## src/rtl/sync_fifo_pkg.sv

```systemverilog
`default_nettype none
// ============================================================================
// Module   : fifo_pkg
// Purpose  : Read-mode constants and pointer-width helper for sync_fifo.
// Revision : 1.0 - initial release
// ============================================================================
package fifo_pkg;

    localparam int FIFO_MODE_STD  = 0;
    localparam int FIFO_MODE_FWFT = 1;

    function automatic int ptr_width(input int depth);
        return $clog2(depth);
    endfunction

endpackage
`default_nettype wire

```

## src/rtl/sync_fifo_if.sv

```systemverilog
`default_nettype none
// ============================================================================
// Module   : sync_fifo_if
// Purpose  : Producer/consumer handshake and status bundle for sync_fifo.
// Revision : 1.0 - initial release
// ============================================================================
interface sync_fifo_if #(
    parameter int WIDTH    = 8,
    parameter int PTRWIDTH = 3
);

    logic                w_en;
    logic [WIDTH-1:0]    data_in;
    logic                r_en;
    logic [WIDTH-1:0]    data_out;
    logic                full;
    logic                empty;
    logic                almost_full;
    logic                almost_empty;
    logic [PTRWIDTH:0]   count;
    logic                overflow;
    logic                underflow;

    modport master (
        output w_en, data_in, r_en,
        input  data_out, full, empty, almost_full, almost_empty,
               count, overflow, underflow
    );

    modport slave (
        input  w_en, data_in, r_en,
        output data_out, full, empty, almost_full, almost_empty,
               count, overflow, underflow
    );

endinterface
`default_nettype wire

```

## src/rtl/sync_fifo_ram.sv

```systemverilog
`default_nettype none
// ============================================================================
// Module   : sync_fifo_ram
// Purpose  : DEPTH x WIDTH storage, synchronous write, asynchronous read.
// Revision : 1.0 - initial release
// ============================================================================
module sync_fifo_ram #(
    parameter int WIDTH  = 8,
    parameter int DEPTH  = 8,
    parameter int AWIDTH = 3
) (
    input  wire logic              clk,
    input  wire logic              i_we,
    input  wire logic [AWIDTH-1:0] i_waddr,
    input  wire logic [WIDTH-1:0]  i_wdata,
    input  wire logic [AWIDTH-1:0] i_raddr,
    output logic      [WIDTH-1:0]  o_rdata
);

    // Contents are deliberately left unreset so this maps onto plain RAM.
    logic [WIDTH-1:0] r_mem [DEPTH];

    always_ff @(posedge clk) begin
        if (i_we) begin
            r_mem[i_waddr] <= i_wdata;
        end
    end

    assign o_rdata = r_mem[i_raddr];

endmodule
`default_nettype wire

```

## src/rtl/sync_fifo.sv

```systemverilog
`default_nettype none
// ============================================================================
// Module   : sync_fifo
// Purpose  : Single-clock FIFO with count, threshold flags, error pulses and
//            selectable standard / first-word-fall-through read mode.
// Revision : 1.0 - initial release
// ============================================================================
module sync_fifo
    import fifo_pkg::*;
#(
    parameter int WIDTH     = 8,
    parameter int DEPTH     = 8,
    parameter int PTRWIDTH  = ptr_width(DEPTH),
    parameter int FWFT      = FIFO_MODE_STD,
    parameter int AFULL_TH  = DEPTH - 2,
    parameter int AEMPTY_TH = 2
) (
    input  wire logic  clk,
    input  wire logic  rst,
    sync_fifo_if.slave bus
);

    localparam logic [PTRWIDTH:0] c_afull_th  = AFULL_TH[PTRWIDTH:0];
    localparam logic [PTRWIDTH:0] c_aempty_th = AEMPTY_TH[PTRWIDTH:0];

    logic [PTRWIDTH:0] r_wptr;
    logic [PTRWIDTH:0] r_rptr;
    logic [PTRWIDTH:0] w_count;
    logic              w_full;
    logic              w_empty;
    logic              w_wr_acc;
    logic              w_rd_acc;
    logic              r_overflow;
    logic              r_underflow;
    logic [WIDTH-1:0]  w_rd_data;

    // The extra pointer MSB separates full from empty when the addresses match.
    assign w_count  = r_wptr - r_rptr;
    assign w_full   = (r_wptr[PTRWIDTH] != r_rptr[PTRWIDTH]) &&
                      (r_wptr[PTRWIDTH-1:0] == r_rptr[PTRWIDTH-1:0]);
    assign w_empty  = (r_wptr == r_rptr);
    assign w_wr_acc = bus.w_en && !w_full;
    assign w_rd_acc = bus.r_en && !w_empty;

    always_ff @(posedge clk or posedge rst) begin
        if (rst) begin
            r_wptr      <= '0;
            r_rptr      <= '0;
            r_overflow  <= 1'b0;
            r_underflow <= 1'b0;
        end else begin
            if (w_wr_acc) begin
                r_wptr <= r_wptr + 1'b1;
            end
            if (w_rd_acc) begin
                r_rptr <= r_rptr + 1'b1;
            end
            r_overflow  <= bus.w_en && w_full;
            r_underflow <= bus.r_en && w_empty;
        end
    end

    sync_fifo_ram #(
        .WIDTH  (WIDTH),
        .DEPTH  (DEPTH),
        .AWIDTH (PTRWIDTH)
    ) u_ram (
        .clk     (clk),
        .i_we    (w_wr_acc),
        .i_waddr (r_wptr[PTRWIDTH-1:0]),
        .i_wdata (bus.data_in),
        .i_raddr (r_rptr[PTRWIDTH-1:0]),
        .o_rdata (w_rd_data)
    );

    generate
        if (FWFT == FIFO_MODE_FWFT) begin : g_fwft
            // Head word shown straight from storage; forced to zero while empty.
            assign bus.data_out = w_empty ? '0 : w_rd_data;
        end else begin : g_std
            logic [WIDTH-1:0] r_data_out;

            always_ff @(posedge clk or posedge rst) begin
                if (rst) begin
                    r_data_out <= '0;
                end else if (w_rd_acc) begin
                    r_data_out <= w_rd_data;
                end
            end

            assign bus.data_out = r_data_out;
        end
    endgenerate

    assign bus.count        = w_count;
    assign bus.full         = w_full;
    assign bus.empty        = w_empty;
    assign bus.almost_full  = (w_count >= c_afull_th);
    assign bus.almost_empty = (w_count <= c_aempty_th);
    assign bus.overflow     = r_overflow;
    assign bus.underflow    = r_underflow;

endmodule
`default_nettype wire
```

## src/flat_wrapper.sv

```systemverilog
// flat-port wrapper written by rule: the top's interface ports become plain ports
module sync_fifo_flat import fifo_pkg::*;
#(
    parameter int WIDTH     = 8,
    parameter int DEPTH     = 8,
    parameter int PTRWIDTH  = ptr_width(DEPTH),
    parameter int FWFT      = FIFO_MODE_STD,
    parameter int AFULL_TH  = DEPTH - 2,
    parameter int AEMPTY_TH = 2
)
  (clk, rst, bus_w_en, bus_data_in, bus_r_en, bus_data_out, bus_full, bus_empty, bus_almost_full, bus_almost_empty, bus_count, bus_overflow, bus_underflow);
  sync_fifo_if #(.WIDTH(WIDTH), .PTRWIDTH(PTRWIDTH)) bus_i ();
  input  wire logic clk;
  input  wire logic rst;
  input wire logic [$bits(bus_i.w_en)-1:0] bus_w_en;
  input wire logic [$bits(bus_i.data_in)-1:0] bus_data_in;
  input wire logic [$bits(bus_i.r_en)-1:0] bus_r_en;
  output wire logic [$bits(bus_i.data_out)-1:0] bus_data_out;
  output wire logic [$bits(bus_i.full)-1:0] bus_full;
  output wire logic [$bits(bus_i.empty)-1:0] bus_empty;
  output wire logic [$bits(bus_i.almost_full)-1:0] bus_almost_full;
  output wire logic [$bits(bus_i.almost_empty)-1:0] bus_almost_empty;
  output wire logic [$bits(bus_i.count)-1:0] bus_count;
  output wire logic [$bits(bus_i.overflow)-1:0] bus_overflow;
  output wire logic [$bits(bus_i.underflow)-1:0] bus_underflow;
  assign bus_i.w_en = bus_w_en;
  assign bus_i.data_in = bus_data_in;
  assign bus_i.r_en = bus_r_en;
  assign bus_data_out = bus_i.data_out;
  assign bus_full = bus_i.full;
  assign bus_empty = bus_i.empty;
  assign bus_almost_full = bus_i.almost_full;
  assign bus_almost_empty = bus_i.almost_empty;
  assign bus_count = bus_i.count;
  assign bus_overflow = bus_i.overflow;
  assign bus_underflow = bus_i.underflow;
  sync_fifo #(.WIDTH(WIDTH), .DEPTH(DEPTH), .PTRWIDTH(PTRWIDTH), .FWFT(FWFT), .AFULL_TH(AFULL_TH), .AEMPTY_TH(AEMPTY_TH)) u_core (.clk(clk), .rst(rst), .bus(bus_i));
endmodule
```

## config.mk

```make
export PLATFORM = sky130hd
export DESIGN_NAME = sync_fifo_flat
export DESIGN_NICKNAME = d
export VERILOG_FILES = /design/src/rtl/sync_fifo_pkg.sv /design/src/rtl/sync_fifo_if.sv /design/src/rtl/sync_fifo_ram.sv /design/src/rtl/sync_fifo.sv /design/src/flat_wrapper.sv
export SDC_FILE = /design/constraint.sdc
export NUM_CORES = 1
export LEC_CHECK = 0
export CAP_MARGIN = 10
export CORE_ASPECT_RATIO = 0.5
export CORE_MARGIN = 1.5
export CORE_UTILIZATION = 45
export CTS_BUF_LIST = sky130_fd_sc_hd__clkbuf_16
export CTS_CLUSTER_SIZE = 30
export DETAILED_ROUTE_END_ITERATION = 10
export GPL_ROUTABILITY_DRIVEN = 0
export PLACE_DENSITY = 0.67
export SLEW_MARGIN = 5
export SYNTH_ARGS = -nofsm -noshare
export SYNTH_HDL_FRONTEND = slang
export SYNTH_SLANG_ARGS = --single-unit
```

## constraint.sdc

```tcl
create_clock -name clk -period 2.4 [get_ports clk]
set_input_delay 0.48 -clock clk [delete_from_list [all_inputs] [get_ports clk]]
set_output_delay 0.48 -clock clk [all_outputs]
set_load 0.01 [all_outputs]
```

==> impl_metrics.toml <==
[synth]
yosys.area_share.simple_pct = 5.20
synth_compound_area_share_pct = 6.78
synthAdderAreaFrac_pct = 2.43
synth_area_leader_cell = "edfxtp_1"
ys_ff_latch = 82
synth_flop_cell = "edfxtp_1"
synthCells = 216
synth_top_area_share_pct = 56.6
yosysWarnings = 0
ys_types = 33
syn_area_um2 = 3390
muxShareOfSynthArea_pct = 10.8
yosys-top-cells-area = "edfxtp_1 (57%), dfrtp_1 (13%), mux2_2 (5.6%)"
seq_area_frac_synth_pct = 69.9
syn_nets = 234
synth_edf_count = 64
synth_top_family_by_area = "multiplexers"
synth_xor_area_share_pct = 2.29
synth_area_per_cell_um2 = 15.7
async_flop_share_pct = 22.0

[floorplan]
start_util_pct = 46.4
die-area_um2 = 8110
ioPinCount = 30
placeableCoreArea_um2 = 7320
die_x_um = 126
die_h_um = 64.4
placementRows = 22

[cells_and_area]
final_layout_size_suffix_gt1_share_pct = 28.5
layout_common_cells = "edfxtp_1 (64), buf_4 (26), clkdlybuf4s50_1 (22)"
postLayoutCoreUtil_pct = 58.8
insertedDiodeCount = 0
nets = 294
area_delta_synth_final_pct = 26.9
mostFrequentLayoutCell = "edfxtp_1"

[critical_path]
setup.worst_path.start_class = "flip-flop"
critPathKind = "reg -> out"
endpoint_kind = "primary output"
cp_max_fo = 2
required_ns = 1.92
critPathArrivalTime_ns = 1.92

[timing]
fmax_mhz = 417
finalHoldViolations = 0
min_period_ns = 2.40
layout_setup_ws_ns = 0.00263
min_period_over_period_pct = 99.9
rsz0062_at_grt = "true"
setup_viol = 0
fin_skew_ns = 0.00675
slew_headroom_pct = 52.9
worst_pin_slew_ns = 0.705
finalMaxSlewViolations = 0

[global_routing]
track_usage_pct = 18.3
grt_pass1_wl_um = 10600
grt_pass1_vias = 1978
grt_max_degree = 36
grt_antenna_before_repair = 0
grt.overflow.total = 0

[cts]
htree_levels = 3
root_buffer = "clkbuf_16"
cts_hold_buffers = 0
clock_sink_count = 82
cts_tree = "built"
clk_pin_slew_ns = 0.06
numCtsBuffers = 9
clk_latency_ns = 0.33
cts_buffer_depth = 2

[routing]
via_count = 1970
drc = 4
wl_per_cell_um = 17.6
vias_per_cell = 5.23
drtIter0Drc = 217
ant_nets = 0
drt_pass1_iterations = 7
finalWirelength_um = 6620

[power]
p_leak_nw = 1.65
peakVddDrop_mv = 0.653
power.density_nw_per_um2 = 1420

[worst_hold_path]
hold_class = "reg -> reg"

[placed_design]
numPortBuffers = 29
dp_hpwl_um = 4170
dp_slack_ns = -0.0914

[outcome]
violations = "DRC"
outcome = "complete, but fails checks"

[flow_run]
cap_violations = 0
per-layer routing:
layer  up-vias  GRT usage (%)  routed length [µm]
met4         0           6.75                  82
met3         7           4.79                 300
met2        47           28.8                3060
met5         -              0                   0
li1        928              -                   -
met1       988           24.9                3170
through the flow:
step	power, W	TNS, ns	std cells	hold WS [ns]	cell area [µm²]
2_1_floorplan	0.00349	0	216	0.419	3390
3_3_place_gp	0.00460	-0.0549	359	0.461	3940
3_5_place_dp	0.00467	-0.158	359	0.476	3940
4_1_cts	0.00603	-0.0255	376	0.489	4260
5_1_grt	0.00651	-0.175	377	0.502	4310
6_report	0.00614	0	377	0.478	4310
what timing repair did:
item / in CTS / in global routing
pin swaps: 6 / 8
setup buffers: 1 / 1
setup endpoints to repair: 7 / 5
gates resized for setup: 24 / 7
path summary, 6_finish.rpt:
check                                                 to  slack [ns]  depth (start not counted)              startpoint
worst min register to register    u_core.bus.data_out[3]        0.48                          2  u_core.bus.data_out[3]
worst min-delay path              u_core.bus.data_out[3]        0.48                          2  u_core.bus.data_out[3]
max in group asynchronous         u_core.bus.data_out[6]        1.37                          2                     rst
worst max register to register  u_core.u_ram.r_mem[4][7]        0.53                          5        u_core.r_wptr[3]
min in group asynchronous           u_core.bus.underflow        0.58                          2                     rst
worst max-delay path                     bus_almost_full       0.003                          6        u_core.r_rptr[0]
where the power goes:
group | leakage, nW | switching (W) | internal (W) | total (W)
registers | 0.798 | 0.000146 | 0.00187 | 0.00201
clock network | 0.141 | 0.000519 | 0.000801 | 0.00132
logic | 0.712 | 0.00140 | 0.00140 | 0.00280
total | 1.65 | 0.00206 | 0.00407 | 0.00614
state kept, by name, indices dropped and copies added (netlist names):
register / flops
u_core.r_wptr: 4
u_core.u_ram.r_mem: 64
u_core.bus.overflow: 1
u_core.r_rptr: 4
u_core.bus.data_out: 8
u_core.bus.underflow: 1
cells in the mapped netlist (2+ instances only):
cell and count:
mux2i_1 16, o21ai_0 7, inv_1 10, buf_2 2, nand2_1 14, nor3_1 2
mux2_2 17, buf_4 2, a22oi_1 8, o21ai_1 2, buf_6 2, xor2_1 3
o21ai_2 2, xnor2_1 4, edfxtp_1 64, o221ai_1 8, nor2_1 11, dfrtp_1 18
nand3_1 3, ha_1 5, and2_1 3, nor2b_1 2
worst max-delay path, cell delays in order, from the launching register on:
cell and delay, ns:
dfrtp_1 0.42, ha_4 0.20, fa_2 0.53, inv_2 0.05, buf_6 0.10, a22o_1 0.16
buf_2 0.13
cell families after synthesis:
kind of cell / after synthesis
muxes: 34
DFF: 82
AOI/OAI and AO/OA: 31
xor gates and xnor gates: 8
buffers and inverters: 17
adders and majority gates: 6
and+or+nand+nor: 38
final cells by class:
class / instances / area, µm²
clock buffers: 9 / 225
clock inverters: 7 / 67.6
fillers: 580 / 3020
inverters: 10 / 37.5
multi-input cells: 117 / 1000
flip-flops and latches: 82 / 2370
well taps: 96 / 120
repair buffers: 56 / 480
No activity file was read; power rests on OpenSTA's default activity.
